### src/rtl/regfile_sequencer.sv
// regfile_sequencer
// Sequences one two-operand ALU operation against an 8x16 register file that
// has a single combinational read port and a single clocked write port.
// A request is accepted in IDLE and walks through RD_A -> RD_B -> EXEC ->
// (WB) -> DONE, reading both sources one after the other. It then computes the
// result and flags, optionally writes the result back, and pulses done.
// All register-file control outputs decode from the current state only.

module regfile_sequencer #(
    parameter int DATA_W = 16
) (
    input  logic              clk,
    input  logic              reset,

    // request handshake
    input  logic              in_valid,
    output logic              in_ready,
    input  logic [1:0]        in_op,
    input  logic [2:0]        in_rd,
    input  logic [2:0]        in_rn,
    input  logic [2:0]        in_rm,
    input  logic              in_wb,

    // register file side
    output logic [2:0]        rf_readnum,
    output logic [2:0]        rf_writenum,
    output logic              rf_write,
    output logic [DATA_W-1:0] rf_data_in,
    input  logic [DATA_W-1:0] rf_data_out,

    // status
    output logic [DATA_W-1:0] result,
    output logic              flag_z,
    output logic              flag_n,
    output logic              flag_v,
    output logic              done
);

    // ------------------------------------------------------------------
    // State encoding (binary)
    // ------------------------------------------------------------------
    localparam logic [2:0] S_IDLE = 3'd0;
    localparam logic [2:0] S_RD_A = 3'd1;
    localparam logic [2:0] S_RD_B = 3'd2;
    localparam logic [2:0] S_EXEC = 3'd3;
    localparam logic [2:0] S_WB   = 3'd4;
    localparam logic [2:0] S_DONE = 3'd5;

    // Operation codes
    localparam logic [1:0] OP_ADD = 2'b00;
    localparam logic [1:0] OP_SUB = 2'b01;
    localparam logic [1:0] OP_AND = 2'b10;
    localparam logic [1:0] OP_MVN = 2'b11;

    localparam int MSB = DATA_W - 1;

    // ------------------------------------------------------------------
    // Registers
    // ------------------------------------------------------------------
    logic [2:0]        r_state;
    logic [2:0]        r_state_next;

    logic [1:0]        r_op;
    logic [2:0]        r_rd;
    logic [2:0]        r_rn;
    logic [2:0]        r_rm;
    logic              r_wb;

    logic [DATA_W-1:0] r_a;
    logic [DATA_W-1:0] r_b;
    logic [DATA_W-1:0] r_result;
    logic              r_flag_z;
    logic              r_flag_n;
    logic              r_flag_v;

    // ------------------------------------------------------------------
    // ALU datapath wires
    // ------------------------------------------------------------------
    logic              w_is_sub;
    logic [DATA_W-1:0] w_b_eff;     // B for ADD, ~B for SUB
    logic [DATA_W-1:0] w_sum;       // A + B_eff + carry-in
    logic [DATA_W-1:0] w_and;       // A & B
    logic [DATA_W-1:0] w_not_b;     // ~B
    logic              w_arith_v;   // signed overflow of the adder
    logic [DATA_W-1:0] w_alu_res;
    logic              w_alu_v;
    logic              w_accept;

    assign w_is_sub = (r_op == OP_SUB);
    assign w_accept = (r_state == S_IDLE) && in_valid;

    // Per-bit lanes: operand inversion for subtract, AND and NOT.
    generate
        for (genvar gi = 0; gi < DATA_W; gi++) begin : g_lane
            assign w_b_eff[gi] = w_is_sub ? ~r_b[gi] : r_b[gi];
            assign w_and[gi]   = r_a[gi] & r_b[gi];
            assign w_not_b[gi] = ~r_b[gi];
        end
    endgenerate

    // SUB is A + ~B + 1: the carry-in is the subtract select itself.
    assign w_sum = r_a + w_b_eff + DATA_W'(w_is_sub);

    // With B already inverted for SUB, both ADD and SUB overflow reduce to:
    // the adder inputs share a sign and the sum's sign differs from A.
    assign w_arith_v = (r_a[MSB] == w_b_eff[MSB]) && (w_sum[MSB] != r_a[MSB]);

    // Select the ALU result and overflow for the latched operation.
    always_comb begin
        w_alu_res = w_sum;
        w_alu_v   = 1'b0;
        case (r_op)
            OP_ADD: begin
                w_alu_res = w_sum;
                w_alu_v   = w_arith_v;
            end
            OP_SUB: begin
                w_alu_res = w_sum;
                w_alu_v   = w_arith_v;
            end
            OP_AND: begin
                w_alu_res = w_and;
                w_alu_v   = 1'b0;
            end
            OP_MVN: begin
                w_alu_res = w_not_b;
                w_alu_v   = 1'b0;
            end
            default: begin
                w_alu_res = w_sum;
                w_alu_v   = 1'b0;
            end
        endcase
    end

    // ------------------------------------------------------------------
    // Next-state logic
    // ------------------------------------------------------------------
    // Walk the fixed read/execute/writeback sequence; skip WB for flag-only ops.
    always_comb begin
        r_state_next = r_state;
        case (r_state)
            S_IDLE: r_state_next = in_valid ? S_RD_A : S_IDLE;
            S_RD_A: r_state_next = S_RD_B;
            S_RD_B: r_state_next = S_EXEC;
            S_EXEC: r_state_next = r_wb ? S_WB : S_DONE;
            S_WB:   r_state_next = S_DONE;
            S_DONE: r_state_next = S_IDLE;
            default: r_state_next = S_IDLE;
        endcase
    end

    // ------------------------------------------------------------------
    // State register and datapath registers
    // ------------------------------------------------------------------
    // Advance the FSM and capture request fields, operands, result and flags.
    always_ff @(posedge clk) begin
        if (reset) begin
            r_state  <= S_IDLE;
            r_op     <= '0;
            r_rd     <= '0;
            r_rn     <= '0;
            r_rm     <= '0;
            r_wb     <= 1'b0;
            r_a      <= '0;
            r_b      <= '0;
            r_result <= '0;
            r_flag_z <= 1'b0;
            r_flag_n <= 1'b0;
            r_flag_v <= 1'b0;
        end else begin
            r_state <= r_state_next;

            if (w_accept) begin
                r_op <= in_op;
                r_rd <= in_rd;
                r_rn <= in_rn;
                r_rm <= in_rm;
                r_wb <= in_wb;
            end

            if (r_state == S_RD_A) begin
                r_a <= rf_data_out;
            end

            if (r_state == S_RD_B) begin
                r_b <= rf_data_out;
            end

            if (r_state == S_EXEC) begin
                r_result <= w_alu_res;
                r_flag_z <= (w_alu_res == '0);
                r_flag_n <= w_alu_res[MSB];
                r_flag_v <= w_alu_v;
            end
        end
    end

    // ------------------------------------------------------------------
    // Moore outputs
    // ------------------------------------------------------------------
    // Register-file control and handshake outputs depend on state only.
    always_comb begin
        in_ready    = 1'b0;
        rf_readnum  = 3'd0;
        rf_writenum = 3'd0;
        rf_write    = 1'b0;
        done        = 1'b0;
        case (r_state)
            S_IDLE: in_ready = 1'b1;
            S_RD_A: rf_readnum = r_rn;
            S_RD_B: rf_readnum = r_rm;
            S_WB: begin
                rf_write    = 1'b1;
                rf_writenum = r_rd;
            end
            S_DONE: done = 1'b1;
            default: begin
                in_ready = 1'b0;
            end
        endcase
    end

    // The write data path always carries the last result.
    assign rf_data_in = r_result;
    assign result     = r_result;
    assign flag_z     = r_flag_z;
    assign flag_n     = r_flag_n;
    assign flag_v     = r_flag_v;

endmodule

### config.mk
export PLATFORM = sky130hd
export DESIGN_NAME = regfile_sequencer
export DESIGN_NICKNAME = d
export VERILOG_FILES = /design/src/rtl/regfile_sequencer.sv
export SDC_FILE = /design/constraint.sdc
export NUM_CORES = 1
export LEC_CHECK = 0
export CAP_MARGIN = 20
export CORE_MARGIN = 4
export CORE_UTILIZATION = 59
export CTS_BUF_LIST = sky130_fd_sc_hd__clkbuf_8
export CTS_CLUSTER_SIZE = 30
export DETAILED_ROUTE_END_ITERATION = 12
export MAX_ROUTING_LAYER = met4
export PLACE_DENSITY = 0.95
export SLEW_MARGIN = 15
export SYNTH_ARGS = -nofsm -noshare
export SYNTH_HDL_FRONTEND = slang
export SYNTH_SLANG_ARGS = --single-unit
### constraint.sdc
create_clock -name clk -period 10.7 [get_ports clk]
set_clock_uncertainty 0.05 [all_clocks]
set_input_delay 1.07 -clock clk [delete_from_list [all_inputs] [get_ports clk]]
set_output_delay 1.07 -clock clk [all_outputs]
set_load 0.05 [all_outputs]
==> flow_summary.ini, run 1 <==
[setup_path]
max_stage_delay_ns = 0.77
worstPathMaxFanout = 20
cp-end-kind = flip-flop
worstPathCellList = nand2_1 > xnor2_1 > ha_1 > a21oi_1 > o211ai_4 > a31o_2 > a2111oi_0 > a221oi_1 > nor4b_1 > o2111ai_1 > o21ai_1
start_kind = flip-flop
worst_path_max_delay_cell = dfxtp_1
path_class = flip-flop to flip-flop
cp.required_ns = 10.93
cp.arrival_ns = 4.82

[die]
core.rowCount = 29
die_w_um = 90.34
core_um2 = 6459
dieArea_um2 = 8161
start_util_pct = 61.93
die_h_um = 90.34
pin_count = 75

[run_status]
outcome = completed

[global_route]
grt_overflow = 0
grt.busiest_layer = met2
grt_pass1_vias = 3540
use_met3_pct = 4.833
gr-usage-met1_pct = 34.52
grt_pass1_wl_mm = 17.43
antenna_found_initial = 0
grt_usage_pct = 26.57
gr-usage-met2_pct = 42.00
grt_max_degree = 67

[logic_synthesis]
synth_top_area_share_pct = 32.53
yosysWarnings = 0
synth_edf_count = 0
synth-seq-cells = 65
seq_area_frac_synth_pct = 32.53
ys.flop_type = dfxtp_1
synthTopCellsByCount = nand2_1 (111), a21oi_1 (65), dfxtp_1 (65), clkbuf_1 (28), nor2_1 (28)
async_flop_share_pct = 0
syn_nets = 580
yosys-top-cells-area = dfxtp_1 (33%), nand2_1 (10%), a21oi_1 (8.1%)
yosysMostFrequentCell = nand2_1
synth_area_um2 = 4000
synth_cell_types = 58
avgSynthCellArea_um2 = 7.533
yosysTopAreaCell = dfxtp_1
synthCells = 531

[finish]
seq_area_um2 = 1301
fill_cells = 512
diodes = 0
final_layout_size_suffix_gt1_share_pct = 5.565
fin_nets = 619
multi_input_area_um2 = 2411
area_delta_synth_final_pct = 20.21

[cts]
root_buffer = clkbuf_8
cts.path.max_buffers = 2
postCtsHoldBufs = 0
clock_latency_ns = 0.35
cts.sinks = 65
post_cts_resized = 0
path_clk_slew_ns = 0.08
cts_buffers = 9
postCtsSetupBuffers = 0
cts_tree = built
h-tree-depth = 3

[routing]
viasPerCell = 6.087
vias = 3969
wl_per_cell_um = 16.59
drc = 0
drtAntennaViolNets = 0
initialDrtViolationCount = 325
dr.pass1.iters = 6
wl_mm = 10.82

[place]
dp_hpwl_mm = 7.560
post-place-ws_ns = 6.348
gp_congestion = 0.9436
portBuffers = 74

[sta]
setup_viol = 0
hold_viol = 0
final_max_slew_viol_count = 0
setup_tns_ns = 0
slew_headroom_pct = 42.41
rsz0062_at_grt = no
fin_ws_ns = 6.119
worstMarginPinSlew_ns = 0.8618
fin_crit_sh_pct = 42.82
fin_crit_ns = 4.581
fmax_mhz = 218.3
hold_slack_ns = 0.4085

[power]
p_leak_nw = 1.770
max-vdd-ir-drop_mv = 0.09509
total_power_w = 0.0007202
p_per_area_nw_per_um2 = 149.8

[flow_run]
maxCapViolCount = 0

[worst_hold_path]
hold_class = flip-flop to flip-flop
## placed cells by master, fill, tap and decap left out, types with 3 or more instances in the layout
cell	netlist	layout
nor3_1	12	11
dfxtp_1	65	65
nand2_1	111	111
clkdlybuf4s50_1	0	73
xor2_1	5	5
nand3_1	11	11
ha_1	17	17
and3_1	6	6
a22o_1	4	4
and2_1	9	9
inv_1	9	10
o211ai_1	10	10
o21ai_1	3	3
o21ai_0	20	20
buf_4	17	4
xnor2_1	19	19
a21oi_1	65	65
a211oi_1	12	12
a31o_2	4	4
nor2_1	28	28
o21a_1	3	3
nand2b_1	7	7
or3_1	8	8
clkbuf_8	0	10
a311oi_1	4	4
nand3b_1	7	7
a31oi_1	5	5
## kinds of logic after synthesis
kind of cell	after synthesis	synth area share, %
AO/OA/AOI/OAI	151	24.15
XOR/XNOR	24	5.255
adder cells (fa/ha/maj)	18	5.818
buffers and inverters	60	7.444
flip-flops	65	32.53
multiplexers	2	0.5005
AND/OR/NAND/NOR	211	24.30
## cell type report
class,instances,share of cell area [%]
Tap cell,77,2.004
Clock buffer,10,2.862
Clock inverter,6,1.223
Inverter,10,0.7806
Sequential cell,65,27.06
Multi-Input combinational cell,406,50.14
Timing Repair Buffer,78,15.93
## layer usage
metal | part of all wire [%] | wire length [um] | vias up
met2 | 46 | 4987 | 187
met5 | 0 | 0 | -
met3 | 7.4 | 798 | 29
met4 | 2.1 | 229 | 0
li1 | - | - | 1931
met1 | 44 | 4799 | 1822
## through the flow
step	utilization, %	cell area (um2)	std cells
6_report	74.45	4808	652
3_3_place_gp	71.41	4612	636
5_1_grt	74.45	4808	652
4_1_cts	74.45	4808	652
3_5_place_dp	71.41	4612	636
2_1_floorplan	-	4000	531
## sequential cells by signal, indices dropped and copies added (netlist names)
signal and count:
r_a 16, r_rn 3, result 16, r_op 2, r_state 3, flag_v 1
r_b 16, flag_z 1, r_rm 3, r_rd 3, r_wb 1
## path summary, 6_finish.rpt
check,from,endpoint,slack [ns],cells past startpoint
worst max-delay path,r_op[0],flag_z,6.12,11
worst min-delay path,r_rd[0],r_rd[0],0.41,2
worst max register to register,r_op[0],flag_z,6.12,11
worst min register to register,r_rd[0],r_rd[0],0.41,2
## where the power goes
group / internal, W / switching [W]
clock network: 0.000112 / 0.0000986
logic: 0.0000849 / 0.000143
registers: 0.000261 / 0.0000214
## worst max-delay path, delay by kind of cell (launching register included)
family,cells,cell delay (ns)
adders and majority gates,1,0.33
AOI/OAI and AO/OA,7,1.74
DFF,1,0.77
xor gates and xnor gates,1,0.46
and+or+nand+nor,2,1.19
Power figures use the tool's default switching activity.
==> inputs of run 2 (changes only) <==
Settings changed: CORE_UTILIZATION 59 to 49, PLACE_DENSITY 0.95 to 0.89.
Clock period 10.7 ns to 3.8 ns, I/O delays scaled along.
==> run 2 against run 1 <==
  * Utilization is 13 points lower
  * Flip-flop and latch count stayed put
  * Sequential power grew to 2.8 times the previous value
  * Register-to-register slack worse by 5.8 ns
  * Highest routed layer unchanged
  * Global-route usage is 3.1 points lower
  * Fmax is 33% higher
==> flow_summary.ini, run 2 (synthesis gave the netlist of run 1 again) <==
[finish]
final_layout_size_suffix_gt1_share_pct = 6.379
fin_nets = 624
final_common_cell = nand2_1
seq_area_um2 = 1301
post-route-util_pct = 61.85
layout_common_cells = nand2_1 (111), clkdlybuf4s50_1 (73), a21oi_1 (65), dfxtp_1 (65), nor2_1 (28)
multi_input_area_um2 = 2411
area_delta_synth_final_pct = 21.33
fill_cells = 726
diodes = 0

[worst_hold_path]
hold_depth = 2
hold_class = primary input to flip-flop

[cts]
cts.path.max_buffers = 2
postCtsHoldBufs = 0
cts_tree = built
path_clk_slew_ns = 0.07
cts.sinks = 65
clock_latency_ns = 0.35
post_cts_resized = 0
root_buffer = clkbuf_8
h-tree-depth = 3
cts_buffers = 9
postCtsSetupBuffers = 0

[sta]
setup_tns_ns = 0
fin_crit_sh_pct = 90.57
hold_viol = 0
rsz0062_at_grt = no
setup_viol = 0
worstMarginPinSlew_ns = 1.006
slew_headroom_pct = 32.66
fin_crit_ns = 3.442
fmax_mhz = 290.5
hold_slack_ns = 0.2224
final_max_slew_viol_count = 0

[place]
portBuffers = 74
dp_hpwl_mm = 8.182
gp_congestion = 0.9800

[die]
core.rowCount = 32
core_um2 = 7848
start_util_pct = 50.97
die_w_um = 98.35
pin_count = 75
dieArea_um2 = 9673
die_h_um = 98.35

[setup_path]
path_class = flip-flop to flip-flop
cp.arrival_ns = 3.68
critPathLaunch = r_op[1]
r2r_slack_ns = 0.36
cp.required_ns = 4.03
setup.worst_path.end = flag_z
cp-end-kind = flip-flop
r2r.worst_path.cells = 13
r2r_start = r_op[1]
worstPathMaxFanout = 10
start_kind = flip-flop
r2r-end = flag_z

[routing]
wl_met2_mm = 5.037
wl_met1_mm = 5.040
viasPerCell = 5.666
dr.pass1.iters = 4
initialDrtViolationCount = 201
wl_mm = 10.98
drtAntennaViolNets = 0
wl_per_cell_um = 16.10
wl_met3_um = 649
vias = 3864
top_layer = met4
drc = 0

[power]
max-vdd-ir-drop_mv = 0.2488
p_leak_nw = 1.787
total_power_w = 0.001961
p_per_area_nw_per_um2 = 404.1

[global_route]
grt_max_degree = 65
antenna_found_initial = 0
grt_pass1_wl_mm = 18.05
grt_usage_pct = 23.48
grt_pass1_vias = 3687
grt_overflow = 0

[flow_run]
maxCapViolCount = 0

[run_status]
outcome = completed
-- run 2: changes by cell type in the layout (fill, tap and decap cells not counted), sizes merged --
cell and delta:
buf +5, clkinv +2, bufinv -1, clkinvlp -1
-- run 2: per-layer routing --
layer / global-route usage (%) / vias to the layer above
met4: 8.929 / 0
met1: 30.84 / 1776
met5: - / -
met3: 3.714 / 17
met2: 36.35 / 129
li1: - / 1942
-- run 2: per-stage QoR --
stage / setup WS (ns) / area [um2] / std cells
floorplan: 0.1626 / 4000 / 531
global placement: 0.4997 / 4681 / 666
detailed placement: 0.4260 / 4681 / 666
CTS: 0.4115 / 4853 / 682
global route: 0.08008 / 4853 / 682
finish: 0.3582 / 4853 / 682
-- run 2: worst min path at each step --
stage                       start       to  slack (ns)
after floorplan           r_rd[0]  r_rd[0]        0.38
after global placement    r_rd[2]  r_rd[2]        0.39
after detailed placement     r_wb     r_wb        0.39
after CTS                   reset  r_op[0]        0.21
after global routing        reset  r_op[0]        0.22
final                       reset  r_op[0]        0.22
-- run 2: critical path: stages, from the launching register on --
cell and delay (ns):
dfxtp_1 0.33, inv_1 0.07, nand2_1 0.29, buf_4 0.29, xnor2_1 0.13, ha_1 0.34, nand2_1 0.13, o21ai_0 0.60
or3_1 0.23, a21oi_2 0.04, o31a_1 0.30, a211oi_2 0.28, o2111ai_1 0.15, o21ai_1 0.13
-- run 2: area by class of cell --
class	count	share of cell area, %
Tap cell	102	2.630
Sequential cell	65	26.81
Clock buffer	10	2.836
Inverter	10	0.7734
Clock inverter	6	0.7218
Multi-Input combinational cell	406	49.68
Timing Repair Buffer	83	16.55
-- run 2: power breakdown --
part	switching, W	leakage (nW)	internal [W]	total [W]
Sequential	0.0000548	0.529	0.000734	0.000789
Combinational	0.000405	1.17	0.000245	0.000650
Clock	0.000273	0.0932	0.000249	0.000522
Total	0.000733	1.79	0.00123	0.00196
==> inputs of run 3 (changes only) <==
Settings changed: ABC_AREA from default to 1, CORE_UTILIZATION 49 to 59, PLACE_DENSITY 0.89 to 0.95.
Clock period 3.8 ns to 4.4 ns, I/O delays scaled along.
==> run 3 against run 2 <==
  * Sequential share of layout area down 0.069 points
  * Clock power up 9.4%
  * Synthesized area down 0.47%
  * Highest routed layer unchanged
  * Global-route usage up 5.9 points
  * Non-clock buffer count down 5
  * Final area up 0.26%
  * Final cell count up 8.9%
  * Fmax up 9.8%
==> flow_summary.ini, run 3 <==
[routing]
wl_mm = 11.40
wl_met2_mm = 5.756
wl_met3_um = 715
dr.pass1.iters = 5
top_layer = met4
vias = 4166
initialDrtViolationCount = 298
drc = 0
drtAntennaViolNets = 0
wl_met1_mm = 4.566
viasPerCell = 5.607
wl_per_cell_um = 15.34

[finish]
area_delta_synth_final_pct = 22.22
diodes = 0
layout_common_cells = nand2_1 (106), inv_1 (102), a21oi_1 (76)
final_common_cell = nand2_1
fin_nets = 710
final_cells = 743
final_layout_size_suffix_gt1_share_pct = 4.505

[power]
max-vdd-ir-drop_mv = 0.3168
p_per_area_nw_per_um2 = 443.6
p_leak_nw = 2.232
total_power_w = 0.002158

[sta]
setup_viol = 0
final_max_slew_viol_count = 0
fin_ws_ns = 1.266
setup_tns_ns = 0
fmax_mhz = 319.0
worstMarginPinSlew_ns = 0.6898
fin_crit_ns = 3.134
fin_crit_sh_pct = 71.23
rsz0062_at_grt = no
hold_viol = 0
slew_headroom_pct = 53.90

[cts]
post_cts_resized = 0
cts.sinks = 65
clock_latency_ns = 0.36
cts.path.max_buffers = 2
cts_tree = built
root_buffer = clkbuf_8
path_clk_slew_ns = 0.07
postCtsHoldBufs = 0
cts_buffers = 9
h-tree-depth = 3
postCtsSetupBuffers = 0

[run_status]
outcome = completed

[logic_synthesis]
syn_nets = 659
synth_edf_count = 0
synth_area_um2 = 3981
yosysMostFrequentCell = nand2_1
seq_area_frac_synth_pct = 32.68
yosys-top-cells-area = dfxtp_1 (33%), nand2_1 (10%), a21oi_1 (9.6%)
async_flop_share_pct = 0
synthCells = 610
yosysWarnings = 0
synth_cell_types = 31
synthTopCellsByCount = nand2_1 (106), inv_1 (101), a21oi_1 (76), dfxtp_1 (65), o21ai_0 (57)
avgSynthCellArea_um2 = 6.527
ys.flop_type = dfxtp_1
synth-seq-cells = 65
synth_top_area_share_pct = 32.68
yosysTopAreaCell = dfxtp_1

[setup_path]
worst_path_max_delay_cell = fa_1
crit_family = simple AND/OR/NAND/NOR gates
cp.required_ns = 4.62
worstPathCellList = inv_2 > nand2_4 > xor2_1 > fa_1 > inv_1 > nand3_1 > nand2_1 > nand2_1 > nand3_1 > nand2_1 > nor2_1 > nand3_1 > nor2_1 > nand3_1 > nor2_1 > nand2_1 > a21oi_1
worstPathMaxFanout = 16
cp.depth = 17
r2r_start = r_op[1]
max_stage_delay_ns = 0.43
cp.arrival_ns = 3.36
r2r_slack_ns = 1.27
setup.worst_path.end = flag_z
path_class = flip-flop to flip-flop
critPathLaunch = r_op[1]
r2r.worst_path.cells = 17
cp_num_buf_inv = 2
cp-end-kind = flip-flop
start_kind = flip-flop
r2r-end = flag_z

[flow_run]
maxCapViolCount = 0

[die]
pin_count = 75
dieArea_um2 = 8126
die_w_um = 90.15
core_um2 = 6459
core.rowCount = 29
die_h_um = 90.15
start_util_pct = 61.64

[global_route]
antenna_found_initial = 0
grt_max_degree = 37
grt_usage_pct = 29.43
grt_pass1_vias = 4089
grt_pass1_wl_mm = 19.15
grt_overflow = 0

[place]
dp_hpwl_mm = 8.605
post-place-ws_ns = 1.421
portBuffers = 74
gp_congestion = 0.9763
post-place-cells = 727

[worst_hold_path]
hold_class = flip-flop to flip-flop
[run 3: cell count changes after synthesis, sizes merged, moves of 10 or more]
cell    previous run  this run
nor2              28        53
xor2               5        16
clkbuf            28        18
a21oi             66        76
a211oi            13         0
nand3             11        32
o21ai             23        59
xnor2             19         0
inv               10       106
[run 3: worst reg2reg max path, delay by kind of cell (launching register included)]
kind	cells	cell delay [ns]
simple gates	12	1.40
buf+inv	2	0.45
fa+ha+maj	1	0.43
flops	1	0.38
xor+xnor	1	0.24
compound gates	1	0.11
[run 3: worst min-delay path by stage]
| stage | start | endpoint | slack [ns] | cells past startpoint |
|---|---|---|---|---|
| after floorplan | r_wb | r_wb | 0.38 | 2 |
| after global routing | r_rm[2] | r_rm[2] | 0.44 | 2 |
| after global placement | r_rn[2] | r_rn[2] | 0.39 | 2 |
| after detailed placement | r_rm[1] | r_rm[1] | 0.39 | 2 |
| final | r_rm[1] | r_rm[1] | 0.40 | 2 |
| after CTS | r_rm[1] | r_rm[1] | 0.40 | 2 |
[run 3: cells by family after synthesis]
kind of cell | Yosys count | share of synthesized area, %
AOI/OAI and AO/OA | 148 | 19.23
xor gates and xnor gates | 16 | 3.520
adders and majority gates | 18 | 5.845
buffers and inverters | 145 | 15.34
DFF | 65 | 32.68
and+or+nand+nor | 218 | 23.38
[run 3: report_power, final]
| group | total (W) | switching, W | internal (W) | leakage (nW) |
|---|---|---|---|---|
| combinational | 0.000871 | 0.000582 | 0.000289 | 1.59 |
| clock | 0.000571 | 0.000251 | 0.000320 | 0.115 |
| sequential | 0.000716 | 0.0000516 | 0.000665 | 0.532 |
[run 3: routing by layer]
layer | vias up | GRT usage [%]
met3 | 43 | 6.761
li1 | 2042 | -
met2 | 183 | 52.02
met5 | - | -
met4 | 0 | 11.73
met1 | 1898 | 31.87
[run 3: per-stage QoR]
stage	instance area, um2	hold slack (ns)	util, %
floorplan	3981	0.3797	-
global placement	4632	0.3911	71.72
detailed placement	4647	0.3927	71.95
CTS	4866	0.4036	75.34
global route	4866	0.4362	75.34
finish	4866	0.4039	75.34
[run 3: final cells by class]
class	count	area, um2
flip-flops and latches	65	1301
well taps	77	96.34
repair buffers	78	778.2
inverters	107	401.6
multi-input cells	400	2069
clock inverters	7	95.09
fillers	491	1593
clock buffers	9	123.9
